## src/rtl/mdu_hilo.sv

```systemverilog
// Iterative radix-2 multiply / restoring divide unit with HI/LO registers.
// Define MDU_SIGNED_EN to add signed MULT/DIV; otherwise op[1] is ignored.
module mdu_hilo #(
    parameter int WIDTH = 32,
    parameter int CNT_W = 6
) (
    input  logic             clk,
    input  logic             rst_n,
    input  logic             start,
    input  logic [1:0]       op,
    input  logic [WIDTH-1:0] a,
    input  logic [WIDTH-1:0] b,
    input  logic             mthi,
    input  logic             mtlo,
    input  logic [WIDTH-1:0] wdata,
    output logic             busy,
    output logic             done,
    output logic             div_by_zero,
    output logic [WIDTH-1:0] hi,
    output logic [WIDTH-1:0] lo
);

    typedef enum logic [1:0] {
        S_IDLE,
        S_BUSY,
        S_DONE
    } state_t;

    localparam logic [CNT_W-1:0] LAST = CNT_W'(WIDTH - 1);

    state_t           r_state;
    logic [CNT_W-1:0] r_cnt;
    logic             r_div;
    logic [WIDTH-1:0] r_acc;
    logic [WIDTH-1:0] r_q;
    logic [WIDTH-1:0] r_b;
    logic [WIDTH-1:0] r_hi;
    logic [WIDTH-1:0] r_lo;
    logic             r_busy;
    logic             r_done;
    logic             r_dz;

    logic [WIDTH-1:0] w_a_mag;
    logic [WIDTH-1:0] w_b_mag;
    logic [WIDTH:0]   w_add;
    logic [WIDTH:0]   w_shf;
    logic [WIDTH-1:0] w_sub;
    logic             w_ge;
    logic [WIDTH-1:0] w_acc_n;
    logic [WIDTH-1:0] w_q_n;
    logic [WIDTH-1:0] w_res_hi;
    logic [WIDTH-1:0] w_res_lo;

    assign busy        = r_busy;
    assign done        = r_done;
    assign div_by_zero = r_dz;
    assign hi          = r_hi;
    assign lo          = r_lo;

`ifdef MDU_SIGNED_EN
    logic r_neg_q;
    logic r_neg_r;
    logic w_a_neg;
    logic w_b_neg;
    logic [2*WIDTH-1:0] w_prod;

    assign w_a_neg = op[1] & a[WIDTH-1];
    assign w_b_neg = op[1] & b[WIDTH-1];
    assign w_a_mag = w_a_neg ? -a : a;
    assign w_b_mag = w_b_neg ? -b : b;
`else
    logic w_unused_op1;

    assign w_unused_op1 = op[1];
    assign w_a_mag      = a;
    assign w_b_mag      = b;
`endif

    // r_q holds the multiplier / dividend bits; r_acc the partial product / remainder
    assign w_add = {1'b0, r_acc} + (r_q[0] ? {1'b0, r_b} : '0);
    assign w_shf = {r_acc, r_q[WIDTH-1]};
    assign w_ge  = w_shf >= {1'b0, r_b};
    assign w_sub = w_shf[WIDTH-1:0] - r_b;

    always_comb begin
        w_acc_n = '0;
        w_q_n   = '0;
        if (r_div) begin
            w_acc_n = w_ge ? w_sub : w_shf[WIDTH-1:0];
            w_q_n   = {r_q[WIDTH-2:0], w_ge};
        end else begin
            w_acc_n = w_add[WIDTH:1];
            w_q_n   = {w_add[0], r_q[WIDTH-1:1]};
        end
    end

`ifdef MDU_SIGNED_EN
    always_comb begin
        w_prod   = {w_acc_n, w_q_n};
        w_res_hi = '0;
        w_res_lo = '0;
        if (r_div) begin
            w_res_lo = r_neg_q ? -w_q_n : w_q_n;
            w_res_hi = r_neg_r ? -w_acc_n : w_acc_n;
        end else begin
            if (r_neg_q) begin
                w_prod = -w_prod;
            end
            {w_res_hi, w_res_lo} = w_prod;
        end
    end
`else
    assign w_res_hi = w_acc_n;
    assign w_res_lo = w_q_n;
`endif

    always_ff @(posedge clk) begin
        if (!rst_n) begin
            r_state <= S_IDLE;
            r_cnt   <= '0;
            r_div   <= 1'b0;
            r_acc   <= '0;
            r_q     <= '0;
            r_b     <= '0;
            r_hi    <= '0;
            r_lo    <= '0;
            r_busy  <= 1'b0;
            r_done  <= 1'b0;
            r_dz    <= 1'b0;
`ifdef MDU_SIGNED_EN
            r_neg_q <= 1'b0;
            r_neg_r <= 1'b0;
`endif
        end else begin
            r_done <= 1'b0;
            r_dz   <= 1'b0;
            unique case (r_state)
                S_IDLE, S_DONE: begin
                    if (start) begin
                        r_div <= op[0];
                        r_cnt <= '0;
                        r_acc <= '0;
                        r_q   <= w_a_mag;
                        r_b   <= w_b_mag;
`ifdef MDU_SIGNED_EN
                        r_neg_q <= w_a_neg ^ w_b_neg;
                        r_neg_r <= w_a_neg;
`endif
                        if (op[0] && (b == '0)) begin
                            r_hi    <= a;
                            r_lo    <= '1;
                            r_done  <= 1'b1;
                            r_dz    <= 1'b1;
                            r_state <= S_DONE;
                        end else begin
                            r_busy  <= 1'b1;
                            r_state <= S_BUSY;
                        end
                    end else begin
                        r_state <= S_IDLE;
                        if (mthi) begin
                            r_hi <= wdata;
                        end
                        if (mtlo) begin
                            r_lo <= wdata;
                        end
                    end
                end
                S_BUSY: begin
                    r_acc <= w_acc_n;
                    r_q   <= w_q_n;
                    r_cnt <= r_cnt + CNT_W'(1);
                    if (r_cnt == LAST) begin
                        r_hi    <= w_res_hi;
                        r_lo    <= w_res_lo;
                        r_busy  <= 1'b0;
                        r_done  <= 1'b1;
                        r_state <= S_DONE;
                    end
                end
                default: begin
                    r_busy  <= 1'b0;
                    r_state <= S_IDLE;
                end
            endcase
        end
    end

endmodule
```

## config.mk

```make
export PLATFORM = sky130hd
export DESIGN_NAME = mdu_hilo
export DESIGN_NICKNAME = d
export VERILOG_FILES = /design/src/rtl/mdu_hilo.sv
export SDC_FILE = /design/constraint.sdc
export NUM_CORES = 1
export LEC_CHECK = 0
export ABC_AREA = 1
export CELL_PAD_IN_SITES_DETAIL_PLACEMENT = 0
export CELL_PAD_IN_SITES_GLOBAL_PLACEMENT = 1
export CORE_UTILIZATION = 39
export CTS_CLUSTER_SIZE = 12
export DETAILED_ROUTE_END_ITERATION = 6
export GPL_ROUTABILITY_DRIVEN = 0
export HOLD_SLACK_MARGIN = 0.03
export PLACE_DENSITY_LB_ADDON = 0.08
export SYNTH_ARGS = -nofsm -noshare
export SYNTH_HDL_FRONTEND = slang
export SYNTH_SLANG_ARGS = --single-unit
```

## constraint.sdc

```tcl
create_clock -name clk -period 3.1 [get_ports clk]
set_input_delay 0.93 -clock clk [delete_from_list [all_inputs] [get_ports clk]]
set_output_delay 0.93 -clock clk [all_outputs]
set_load 0.005 [all_outputs]
```

==> results_dict.tcl <==
set metrics [dict create \
    status "finished, final reports clean" \
    max_freq_mhz 339 \
    crit_start "b[14]" \
    io_pins 170 \
    worst_pin_slew_ns 0.657 \
    slew_headroom_pct 56.2 \
    cp_data_required_time_ns 3.44 \
    hold_path.class "flip-flop to flip-flop" \
    yosys-top-cells-area "dfxtp_1, nand2_1, inv_1" \
    die_y_um 186 \
    fin_area_sq_um 16100 \
    fin_util_pct 48.3 \
    syn_area_sq_um 13200 \
    ys_types 39 \
    seq_area_sq_um 3440 \
    synth_compound_area_share_pct 19.3 \
    antenna_found_initial 0 \
    min_from "lo[24]" \
    multi_input_area_sq_um 8010 \
    synth_top_cell_by_area "dfxtp_1" \
    rr_worst_depth 18 \
    drc 0 \
    numClockSinks 172 \
    routed_wl_um 47000 \
    cts_tree "yes" \
    synthToLayoutAreaGrowth_pct 22.2 \
    clk_path_buf_depth 2 \
    grt.overflow.total 0 \
    antenna_cells 0 \
    routed-via-count 14400 \
    layout_commonest_cell "nand2_1" \
    grt_max_degree 115 \
    synth_seq_cells 172 \
    dp_hpwl_um 36900 \
    arrival_ns 3.29 \
    drive_gt1_share_pct 5.92 \
    setup.worst_path.end "lo[26]" \
    yosys_warnings 0 \
    track_usage_pct 27.5 \
    slew_violations 0 \
    drt_iter0_drc 1051 \
    finalPower_mw 6.92 \
    nets 2555 \
    drv_cap 0 \
    ys_seq_area_share_pct 26.1 \
    mostFrequentLayoutCells "nand2_1, inv_1, a21oi_1" \
    yosys.area_share.simple_pct 33.1 \
    final_cells 2846 \
    met3_usage_pct 3.89 \
    hold-path-cell-count 2 \
    r2r_start "r_q[0]" \
    fin_crit_ns 2.95 \
    grt_pass1_wl_um 72500 \
    ir_worst_vdd_uv 394 \
    synth_nets 2412 \
    clkLatencyLatePin_ns 0.47 \
    fin_hold_ws_ns 0.443 \
    p_leak_nw 8.03 \
    cts_resized 0 \
    firstDrtPassIters 6 \
    synth-xor-area-share_pct 1.66 \
    place_inst 2814 \
    path_max_fanout 60 \
    synth-adder-area-share_pct 6.46 \
    grt.met2_usage_pct 44.1 \
    p_per_area_nw_per_um2 429 \
    grt_pass1_vias 13500 \
    setup_viol 0 \
    port_buffers 168 \
    synthCells 2242 \
    tns_ns 0 \
    row_count 67 \
    core-area_sq_um 33400 \
    start_util_pct 39.5 \
    cp-end-kind "flip-flop" \
    die_w_um 186 \
    crit_type "input pin to flip-flop" \
    finalClockSkew_ns 0.0146 \
    syn_area_per_cell_sq_um 5.89 \
    fill_cells 3581 \
    detail_route.wl_per_cell_um 16.5 \
    viasPerCell 5.05 \
    synthMuxAreaShare_pct 0 \
    die_area_sq_um 34600 \
    fin_crit_sh_pct 95.1 \
    pre_cts_ws_ns -0.341 \
    crit-reg2reg-capture "r_acc[27]" \
    post-cts-setup-buffer-count 0 \
    cts_made_buffers 17 \
    regToRegSetupSlack_ns 0.28 \
    cts_hold_buf 0 \
    cts_root_buf "clkbuf_16" \
    synth_top_family_by_area "simple AND/OR/NAND/NOR gates" \
    ant_nets 0 \
    startpoint_type "input pin" \
    clk_pin_slew_ns 0.07 \
    yosys.area.top_type_share_pct 26.1 \
    cts_max_level 4 \
    busiest_layer "met2" \
    rsz0062_at_grt "false" \
    hold_viol 0 \
    finalWorstSetupSlack_ns 0.152 \
    placed_area_sq_um 15500 \
    met1_usage_pct 37.2 \
]
-- cell usage after synthesis --
library cell / count
nand4_1: 40
nand3_1: 84
buf_6: 1
a21oi_4: 1
clkbuf_1: 75
buf_4: 1
a211oi_1: 4
nor2_4: 2
dfxtp_1: 172
o21bai_1: 6
o21ai_0: 199
and2_1: 2
fa_1: 2
nor2_1: 191
nand2_1: 637
or2_1: 1
a21oi_2: 1
nor2_2: 7
nand2_4: 2
or2_2: 7
o21ai_2: 1
xnor2_1: 12
nor3_1: 14
nand3_2: 14
buf_1: 6
xor2_1: 13
nand2_2: 20
a21oi_1: 237
o21a_1: 3
buf_8: 1
inv_1: 369
o211ai_1: 7
ha_1: 65
inv_2: 4
a221oi_1: 19
nand3b_1: 9
o211ai_4: 1
buf_2: 5
nor4_1: 7
-- registers in the layout, indices dropped and copies added (netlist names) --
register and cells:
r_div 1, r_q 32, r_b 32, r_cnt 6, div_by_zero 1, lo 32
r_state 2, done 1, r_acc 32, hi 32, busy 1
-- worst min-delay path by stage --
stage                     slack (ns)        to
after floorplan                 0.44  r_cnt[5]
after global placement          0.43     lo[6]
after detailed placement        0.44    lo[20]
after CTS                       0.45    lo[20]
after global routing            0.46     lo[7]
final                           0.44    lo[24]
-- kinds of logic (layout without fill, tap and decap cells) --
group	count (synthesis)	in the layout
XOR/XNOR	25	25
AND/OR/NAND/NOR	1037	1037
flip-flops	172	172
adder cells (fa/ha/maj)	67	67
AO/OA/AOI/OAI	479	479
buffers and inverters	462	618
-- metal layers --
layer / vias up / routed length [um]
met5: - / 0
met4: 0 / 1460
met3: 77 / 2470
met2: 408 / 20800
met1: 6457 / 22300
li1: 7433 / -
-- report_power, final --
part           switching, mW  internal [mW]  total [mW]
Sequential             0.140           2.42        2.56
Clock                   1.10           1.18        2.28
Combinational           1.25          0.833        2.09
Total                   2.49           4.43        6.92
-- worst max-delay path, stage by stage --
cell and delay (ns):
clkdlybuf4s50_1 0.42, or2_1 0.24, nor4_1 0.41, buf_4 0.19, nand3_1 0.08, buf_4 0.18
o21ai_2 0.22, nand3_2 0.12, buf_12 0.19, o21ai_0 0.20, a21oi_1 0.05
-- layout make-up --
cell class | instances | share of cell area [%]
tap | 448 | 3.47
sequential | 172 | 21.3
clock inverter | 14 | 1.03
inverter | 373 | 8.67
multi-input combinational | 1608 | 49.6
timing repair buffer | 213 | 13.2
clock buffer | 18 | 2.72
Power figures use the tool's default switching activity.
